===== config.mk =====
export PLATFORM = sky130hd
export DESIGN_NAME = bch31_chien_ctrl
export DESIGN_NICKNAME = d
export VERILOG_FILES = /design/src/rtl/bch31_chien_ctrl.sv
export SDC_FILE = /design/constraint.sdc
export NUM_CORES = 1
export LEC_CHECK = 0
export ABC_AREA = 1
export BUFFER_PORTS_ARGS = -buffer_cell sky130_fd_sc_hd__buf_2
export CORE_ASPECT_RATIO = 0.5
export CORE_MARGIN = 2
export CORE_UTILIZATION = 50
export CTS_BUF_LIST = sky130_fd_sc_hd__clkbuf_4
export CTS_CLUSTER_DIAMETER = 200
export DETAILED_ROUTE_END_ITERATION = 10
export PLACE_DENSITY = 0.81
export SYNTH_ARGS = -nofsm -noshare
export SYNTH_HDL_FRONTEND = slang
export SYNTH_SLANG_ARGS = --single-unit

===== constraint.sdc =====
create_clock -name clk -period 2.05 [get_ports clk]
set_input_delay 0.41 -clock clk [delete_from_list [all_inputs] [get_ports clk]]
set_output_delay 0.41 -clock clk [all_outputs]
set_load 0.02 [all_outputs]

===== src/rtl/bch31_chien_ctrl.sv =====
// Chien-search sequencer for BCH(31,k) over GF(2^5), x^5+x^2+1.
// Ports: clk, rst (async low), start, sigma[5*(T+1)] in; busy,
// loc_valid/loc_ready/loc_pos stream, done, num_err, fail out.
// Optional macro BCH31_DEGCHECK_EN: flags fail when roots != degree.
module bch31_chien_ctrl #(
    parameter int T = 3
) (
    input  logic               clk,
    input  logic               rst,
    input  logic               start,
    input  logic [5*(T+1)-1:0] sigma,
    output logic               busy,
    output logic               loc_valid,
    input  logic               loc_ready,
    output logic [4:0]         loc_pos,
    output logic               done,
    output logic [4:0]         num_err,
    output logic               fail
);

    typedef enum logic [1:0] {
        S_IDLE,
        S_SCAN,
        S_HOLD,
        S_DONE
    } state_t;

    state_t           state_q, state_d;
    logic [T:0][4:0]  r_q, r_d, r_adv;
    logic [4:0]       n_q, n_d;
    logic [4:0]       num_err_q, num_err_d, num_err_inc;
    logic [4:0]       loc_pos_q, loc_pos_d;
    logic             loc_valid_q, loc_valid_d;
    logic             done_q, done_d;
    logic             skip_q, skip_d;
    logic [4:0]       sum;

    // x * alpha^-1, using alpha^-1 = alpha^4 + alpha
    function automatic logic [4:0] mul_ainv(input logic [4:0] x);
        return {1'b0, x[4:1]} ^ (x[0] ? 5'b10010 : 5'b00000);
    endfunction

    // r_k advances by alpha^-k each scanned position
    always_comb begin
        sum = '0;
        r_adv = r_q;
        for (int k = 0; k <= T; k++) begin
            sum = sum ^ r_q[k];
            for (int j = 0; j < T; j++) begin
                if (j < k) r_adv[k] = mul_ainv(r_adv[k]);
            end
        end
    end

    assign num_err_inc = (num_err_q == 5'd31) ? num_err_q
                                              : num_err_q + 5'd1;

`ifdef BCH31_DEGCHECK_EN
    localparam int DW = (T > 1) ? $clog2(T + 1) : 1;
    logic [DW-1:0] deg_q, deg_d, deg_in;
    logic          fail_q, fail_d;

    always_comb begin
        deg_in = '0;
        for (int k = 0; k <= T; k++) begin
            if (sigma[5*k +: 5] != 5'd0) deg_in = DW'(k);
        end
    end
`endif

    always_comb begin
        state_d     = state_q;
        r_d         = r_q;
        n_d         = n_q;
        num_err_d   = num_err_q;
        loc_pos_d   = loc_pos_q;
        loc_valid_d = loc_valid_q;
        skip_d      = skip_q;
        done_d      = 1'b0;
`ifdef BCH31_DEGCHECK_EN
        deg_d       = deg_q;
        fail_d      = fail_q;
`endif
        unique case (state_q)
            S_IDLE: begin
                if (start) begin
                    for (int k = 0; k <= T; k++) r_d[k] = sigma[5*k +: 5];
                    n_d       = '0;
                    num_err_d = '0;
                    // all-zero locator passes through one idle SCAN cycle
                    skip_d    = (sigma == '0);
                    state_d   = S_SCAN;
`ifdef BCH31_DEGCHECK_EN
                    deg_d     = deg_in;
                    fail_d    = 1'b0;
`endif
                end
            end
            S_SCAN: begin
                if (skip_q) begin
                    state_d = S_DONE;
                    done_d  = 1'b1;
                end else begin
                    r_d = r_adv;
                    n_d = n_q + 5'd1;
                    if (sum == 5'd0) begin
                        loc_valid_d = 1'b1;
                        loc_pos_d   = n_q;
                        num_err_d   = num_err_inc;
                        state_d     = S_HOLD;
                    end else if (n_q == 5'd30) begin
                        state_d = S_DONE;
                        done_d  = 1'b1;
                    end
                end
            end
            S_HOLD: begin
                if (loc_ready) begin
                    loc_valid_d = 1'b0;
                    if (loc_pos_q == 5'd30) begin
                        state_d = S_DONE;
                        done_d  = 1'b1;
                    end else begin
                        state_d = S_SCAN;
                    end
                end
            end
            S_DONE: begin
                state_d = S_IDLE;
            end
            default: state_d = S_IDLE;
        endcase
`ifdef BCH31_DEGCHECK_EN
        if (done_d) begin
            fail_d = skip_q |
                     (num_err_d != {{(5-DW){1'b0}}, deg_q});
        end
`endif
    end

    always_ff @(posedge clk or negedge rst) begin
        if (!rst) begin
            state_q     <= S_IDLE;
            r_q         <= '0;
            n_q         <= '0;
            num_err_q   <= '0;
            loc_pos_q   <= '0;
            loc_valid_q <= 1'b0;
            done_q      <= 1'b0;
            skip_q      <= 1'b0;
`ifdef BCH31_DEGCHECK_EN
            deg_q       <= '0;
            fail_q      <= 1'b0;
`endif
        end else begin
            state_q     <= state_d;
            r_q         <= r_d;
            n_q         <= n_d;
            num_err_q   <= num_err_d;
            loc_pos_q   <= loc_pos_d;
            loc_valid_q <= loc_valid_d;
            done_q      <= done_d;
            skip_q      <= skip_d;
`ifdef BCH31_DEGCHECK_EN
            deg_q       <= deg_d;
            fail_q      <= fail_d;
`endif
        end
    end

    assign busy      = (state_q != S_IDLE);
    assign loc_valid = loc_valid_q;
    assign loc_pos   = loc_pos_q;
    assign done      = done_q;
    assign num_err   = num_err_q;
`ifdef BCH31_DEGCHECK_EN
    assign fail      = fail_q;
`else
    assign fail      = 1'b0;
`endif

endmodule


==> results.md, run 1 <==
* Netlist Area Pre-Place at 2420 um^2
* Worst reg-to-reg setup slack at 260 ps
* Core area at 4530 um^2
* CP arrival at 2080 ps
* CTS Hold Bufs at 0
* Critical register-to-register path startpoint: state_q[1]
* Clk_lat worst skew at 360 ps
* Reg2Reg Depth at 8
* Cell Count, Final, Fillers Out at 430
* Sequential share of the synthesized area at 0.414
* Combinational Power Share at 0.565
* Net Switching at 0.00202 W
* Worst setup path startpoint: state_q[1]
* Drc violations at 0
* PwrDens at 1490 nW/um^2
* Final wirelength at 5.17 mm
* CP Data Required Time at 2340 ps
* Clock sink total at 40
* Reg clk slew, reported paths at 120 ps
* Hold/Removal Path Class: input pin to async pin
* Synth Flop Type: dfrtp_1
* Antenna Cells at 0
* Ys async rst share at 1.00
* Gate Count Post-Synth at 325
* Netlist cell types at 34
* Tcrit/Tclk final at 0.872
* Final Slew Violations at 0
* Die ar. at 5440 um^2
* Initial detailed-routing violation count at 93
* CP max FO at 25
* Initial antenna violation count at 0
* Internal at 0.00204 W
* Via count at 2184
* Layout cells sized above 1 at 0.184
* Hold slack at 88.1 ps
* TritonRoute pass-1 iters at 5
* Synthesis-stage register bit count at 40
* TritonCTS Buffers at 5
* Final setup vio count at 0
* Die H at 53.2 um
* Startpoint Class: flip-flop
* RR Endpoint: num_err[1]
* I/O Pins at 38
* Mapped Nets at 357
* Post-Place Cells at 422
* Number of synthesized flops with an enable pin at 0
* Clock Skews at 18.0 ps
* Layout net count at 395
* Wire per inst at 12.0 um
* Vias in the first global route at 2152
* Largest net degree at the start of global routing at 41
* Synth Warn # at 0
* First-pass GRT wire length at 8.92 mm
* Sw Ratio at 0.496
* GR Util All Layers at 0.215
* Layout area overhead at 13.0%
* Routability cong. at 0.848
* Status: finished clean
* Die Width at 102 um
* Initial Utilization at 0.534
* Critical path class: flip-flop to flip-flop
* Post-CTS setup buffer count at 0
* Critical Path End Type: flip-flop
* Syn Area/Cell at 7.44 um^2
* Max Freq at 560 MHz
* CTS H-tree lvls at 2
* Clock share of power at 0.099
* Clock buffer depth at 2
* TNS Setup at 0 ps
* Sequential Power Share at 0.335
* CTS root buf: clkbuf_4
* Final min period at 1790 ps
* Grt total ovfl at 0
* PortBufs at 36
* Maximum VDD drop at 0.000662 V
* RSZ-0062 raised after global routing: no
* CTS tree: done
* Static Leak at 1.46 nW
* Post-CTS sizing at 0
* Vias per inst at 5.08
* Max cap viols at 0
* Detail Route Antenna Nets at 0
* # rows at 17
* Final hold vios at 0
* Post-DP HPWL at 3.96 mm
==> sequential cells by signal (all words and copies together), names as in the netlist <==
| name | cells |
|---|---|
| r_q | 15 |
| loc_valid | 1 |
| state_q | 2 |
| n_q | 5 |
| done | 1 |
| r_adv | 5 |
| num_err | 5 |
| skip_q | 1 |
| loc_pos | 5 |
==> worst max path at each step <==
stage                             to  slack, ps  depth (start not counted)
after global placement    num_err[4]        390                         10
final                     num_err[1]        260                          8
after CTS                       busy        280                          4
after detailed placement  num_err[1]        310                          8
after global routing          n_q[4]         80                          7
after floorplan               n_q[2]        450                          9
==> power groups by stage <==
| stage | clock network (W) | registers (W) | logic, W |
|---|---|---|---|
| global placement | 0 | 0.00136 | 0.00221 |
| floorplan | 0 | 0.00138 | 0.00170 |
| global route | 0.000447 | 0.00140 | 0.00261 |
| CTS | 0.000415 | 0.00135 | 0.00230 |
| finish | 0.000404 | 0.00136 | 0.00230 |
| detailed placement | 0 | 0.00137 | 0.00228 |
==> Yosys cell counts (3+ instances only) <==
cell type | instances | share of area
a21oi_1 | 8 | 0.017
buf_4 | 3 | 0.0093
clkbuf_1 | 3 | 0.0047
dfrtp_1 | 40 | 0.41
ha_1 | 8 | 0.041
inv_1 | 39 | 0.061
inv_2 | 3 | 0.0047
nand2_1 | 111 | 0.17
nand2_4 | 4 | 0.019
nand3_1 | 8 | 0.017
nand4_1 | 9 | 0.023
nor2_1 | 17 | 0.026
nor4_1 | 5 | 0.013
o211ai_1 | 10 | 0.031
o21ai_0 | 21 | 0.043
o21ai_2 | 5 | 0.018
o22ai_1 | 5 | 0.013
or2_2 | 3 | 0.0078
xor2_1 | 4 | 0.014
==> layout by cell type, fill, tap and decap left out, types with 2 or more instances in the layout <==
cell type   Yosys  layout
o21ai_1         2       2
inv_2           3       3
clkinvlp_4      0       2
nand2_4         4       4
clkbuf_4        0       5
ha_1            8       8
buf_4           3       3
or2_2           3       3
nor3_1          2       2
buf_2           2      36
inv_1          39      39
o22ai_1         5       5
o211ai_1       10      10
nand2_1       111     111
nand3_1         8       8
nor2_1         17      17
dfrtp_1        40      40
o21ai_0        21      21
o21ai_2         5       5
nor4_1          5       5
nand4_1         9       9
xor2_1          4       4
nor2_2          2       2
a21oi_1         8       8
==> area by class of cell <==
cell class | instances | area (um^2)
clock buffers | 5 | 37.5
clock inverters | 3 | 18.8
fillers | 407 | 1800
inverters | 43 | 163
multi-input cells | 233 | 1210
flip-flops and latches | 40 | 1000
well taps | 66 | 82.6
repair buffers | 40 | 223
==> per-stage QoR <==
step	instance area (um^2)	util	total power [W]	setup WS, ps
4_1_cts	2730	0.603	0.00407	279
2_1_floorplan	2420	-	0.00309	453
6_report	2730	0.603	0.00406	263
5_1_grt	2730	0.603	0.00446	80.7
3_3_place_gp	2680	0.591	0.00357	393
3_5_place_dp	2680	0.591	0.00365	312
==> worst max-delay path, stage by stage, from the launching register on <==
cell and delay (ps):
dfrtp_1 430, inv_1 140, ha_1 240, buf_4 290, buf_4 240, nand2_4 80
nand2_4 130, nand2_1 90, o21ai_2 70
==> layer usage <==
metal  track usage  vias to the layer above  share of wire
met1         0.270                     1013           0.48
li1              -                     1125              -
met2         0.367                       36           0.47
met3        0.0462                       10          0.034
met4        0.0844                        0          0.016
met5             0                        -              0
==> kinds of logic (layout without fill, tap and decap cells) <==
kind of cell               after synthesis  after routing  synth area share
buffers and inverters                   52             91            0.0869
other                                    1              1           0.00155
AOI/OAI and AO/OA                       54             54             0.135
xor gates and xnor gates                 4              4            0.0145
DFF                                     40             40             0.414
adders and majority gates                8              8            0.0414
and+or+nand+nor                        166            166             0.307
No activity file was read; power rests on OpenSTA's default activity.
==> inputs of run 2 (changes only) <==
--- a/config.mk
+++ b/config.mk
@@ -5,10 +5,8 @@
 export SDC_FILE = /design/constraint.sdc
 export NUM_CORES = 1
 export LEC_CHECK = 0
-export ABC_AREA = 1
-export BUFFER_PORTS_ARGS = -buffer_cell sky130_fd_sc_hd__buf_2
+export BUFFER_PORTS_ARGS = -buffer_cell sky130_fd_sc_hd__buf_4
 export CORE_ASPECT_RATIO = 0.5
-export CORE_MARGIN = 2
 export CORE_UTILIZATION = 50
 export CTS_BUF_LIST = sky130_fd_sc_hd__clkbuf_4
 export CTS_CLUSTER_DIAMETER = 200
==> results.md, run 2 <==
* Netlist cell types at 41 (+21%)
* RR Endpoint: loc_pos[0]
* Antenna Cells at 0 (unchanged)
* Layout net count at 309 (-22%)
* Largest net degree at the start of global routing at 41 (unchanged)
* Slowest CP cell: dfrtp_1
* Fin util at 0.651 (+0.0479)
* Tcrit/Tclk final at 0.951 (+0.0793)
* Total power at 0.00443 W (+9.0%)
* Startpoint Class: flip-flop
* PwrDens at 1650 nW/um^2 (+11%)
* Critical path class: flip-flop to primary output
* I/O Pins at 38 (unchanged)
* Final wirelength at 4.99 mm (-3.5%)
* # rows at 16 (-1)
* Drc violations at 0 (unchanged)
* Max Freq at 513 MHz (-8.3%)
* Netlist Area Pre-Place at 2260 um^2 (-6.4%)
* Die ar. at 4820 um^2 (-11%)
* Clock Skews at 18.2 ps (+0.113 ps)
* CP peak stage delay at 420 ps (about the same)
* Post-DP HPWL at 3.67 mm (-7.3%)
* Most frequent cells in the layout: buf_4 (45), nand2_1 (39), dfrtp_1 (38), o21ai_0 (24)
* Initial detailed-routing violation count at 89 (-4.3%)
* Post-Place Cells at 322 (-24%)
* Dominant cell by count in the synthesized netlist: dfrtp_1
* Final Slew Violations at 0 (unchanged)
* Area leader, netlist: dfrtp_1
* Crit-path cells: inv_1 > ha_2 > inv_1 > buf_4 > buf_4
* Synthesis-stage register bit count at 40 (unchanged)
* Sequential share of the synthesized area at 0.442 (+0.0281)
* Grt met3 use at 0.0468 (+0.000573)
* Die H at 49.6 um (-6.8%)
* Max cap viols at 0 (unchanged)
* Top Family by Delay on Critical Path: buffers and inverters
* Wire per inst at 15.1 um (+25%)
* Clk_lat worst skew at 340 ps (-20 ps)
* TritonCTS Buffers at 5 (unchanged)
* Final setup vio count at 0 (unchanged)
* Synth Flop Type: dfrtp_1
* Clock buffer depth at 2 (unchanged)
* Clock sink total at 40 (unchanged)
* Synth Warn # at 0 (unchanged)
* Routability cong. at 0.806 (-4.9%)
* Status: finished clean
* Maximum VDD drop at 0.000583 V (-12%)
* Initial antenna violation count at 0 (unchanged)
* Via count at 1874 (-14%)
* PortBufs at 36 (unchanged)
* Most common cell after layout, fill and taps aside: buf_4
* Initial Utilization at 0.549 (+0.0153)
* Met1 Use GR at 0.305 (+0.0352)
* Ranking of synthesized cells by area: dfrtp_1 (44%), nand2_1 (6.5%), o21ai_0 (5.5%)
* TritonRoute pass-1 iters at 4 (-1)
* Worst slew pin tran at 562 ps
* Cell Count, Final, Fillers Out at 331 (-23%)
* Core area at 4120 um^2 (-9.0%)
* Hold/Removal Path Class: input pin to async pin
* Relative max-transition margin at 0.626
* First-pass GRT wire length at 8.40 mm (-5.8%)
* Critical Path End Type: primary output
* Most used routing layer: met2
* Vias per inst at 5.66 (+11%)
* Final min period at 1950 ps (+163 ps)
* Share of the synthesized area in the top cell type at 0.442 (+0.0281)
* CP max FO at 5 (-80%)
* CTS H-tree lvls at 2 (unchanged)
* Number of synthesized flops with an enable pin at 0 (unchanged)
* Critical register-to-register path startpoint: r_q[15]
* Die Width at 97.2 um (-5.1%)
* Met2 Resource Use GR at 0.349 (-0.0187)
* Mapped Nets at 268 (-25%)
* Ys async rst share at 1.00 (unchanged)
* Vias in the first global route at 1749 (-19%)
* Layout area overhead at 18.6%
* Syn Area/Cell at 9.60 um^2 (+29%)
* CP arrival at 1540 ps (-540 ps)
* Gate Count Post-Synth at 236 (-27%)
* Static Leak at 1.22 nW (-17%)
* Worst setup path startpoint: state_q[1]
* Grt total ovfl at 0 (unchanged)
* Fillcell total at 340 (-16%)
* Bufs and invs on worst path at 4 (+1)
* CTS tree: done
* Reg2Reg Depth at 6 (-2)
* Top cells by count, synth: dfrtp_1 (40), nand2_1 (39), o21ai_0 (25), a21oi_1 (12), mux2i_1 (12)
* Biggest register: r_q
* Worst reg-to-reg setup slack at 120 ps (-140 ps)
* Layout cells sized above 1 at 0.256 (+0.0723)
* Final hold vios at 0 (unchanged)
* Detail Route Antenna Nets at 0 (unchanged)
* Reg clk slew, reported paths at 120 ps (about the same)
* CP Data Required Time at 1640 ps (-700 ps)
* CTS root buf: clkbuf_4
* Max reg flops at 15 (unchanged)
* GR Util All Layers at 0.220 (+0.00570)
[run 2: cell types whose count changed after synthesis, sizes merged, moves of 5 or more]
| cell | before | now |
|---|---|---|
| o211ai | 10 | 2 |
| mux2 | 0 | 5 |
| xnor2 | 0 | 13 |
| inv | 42 | 8 |
| mux2i | 0 | 12 |
| nand2 | 115 | 40 |
| nor2 | 19 | 8 |
| nand4 | 9 | 4 |
[run 2: cell families (layout without fill, tap and decap cells)]
| family | Yosys count | in the layout | synth area share |
|---|---|---|---|
| buf+inv | 20 | 61 | 0.0370 |
| simple gates | 73 | 73 | 0.162 |
| other cells | 1 | 1 | 0.00166 |
| flops | 40 | 40 | 0.442 |
| fa+ha+maj | 8 | 8 | 0.0442 |
| mux | 17 | 17 | 0.0779 |
| xor+xnor | 19 | 19 | 0.0801 |
| compound gates | 58 | 58 | 0.155 |
[run 2: cell type report]
type / count / area (um^2) / area share
Multi-Input combinational cell: 176 / 1190 / 0.444
Sequential cell: 40 / 1000 / 0.374
Timing Repair Buffer: 45 / 338 / 0.126
Tap cell: 54 / 67.6 / 0.0252
Clock buffer: 6 / 45.0 / 0.0168
Inverter: 9 / 33.8 / 0.0126
Clock inverter: 1 / 5.00 / 0.00186
[run 2: worst max path at each step]
stage,cells after the start,endpoint
after floorplan,9,r_q[11]
after global placement,5,loc_pos[1]
after detailed placement,9,r_q[10]
after CTS,9,n_q[2]
after global routing,6,loc_pos[4]
final,5,busy
[run 2: where the power goes]
part           internal, W  switching [W]
Sequential         0.00110       0.000316
Combinational      0.00111        0.00151
Clock             0.000140       0.000250
Total              0.00235        0.00208
[run 2: through the flow]
stage | hold slack, ps | area, um^2 | setup TNS, ps | setup slack (ps)
finish | 16.7 | 2690 | 0 | 100
CTS | 28.2 | 2660 | 0 | 67.4
floorplan | 114 | 2260 | 0 | 94.2
detailed placement | 418 | 2610 | 0 | 113
global route | 48.0 | 2690 | -9.67 | -4.04
global placement | 410 | 2610 | 0 | 208
[run 2: what timing repair did]
action                     4_1_cts  5_1_grt
hold buffers                     0        0
buffers inserted                 0        2
setup endpoints to repair        0       28
gates resized for setup          0        4
[run 2: metal layers]
| layer | part of all wire | up-vias | routed length (um) |
|---|---|---|---|
| met5 | 0 | - | 0 |
| met4 | 0.013 | 0 | 65 |
| met3 | 0.047 | 7 | 235 |
| met2 | 0.47 | 54 | 2330 |
| met1 | 0.47 | 903 | 2360 |
| li1 | - | 910 | - |
[run 2: worst register-to-register path, delay by kind of cell, from the launching register on]
kind          cells  cell delay, ps
flops             1             460
xor+xnor          2             450
simple gates      2             430
mux               1             330
buf+inv           1             180
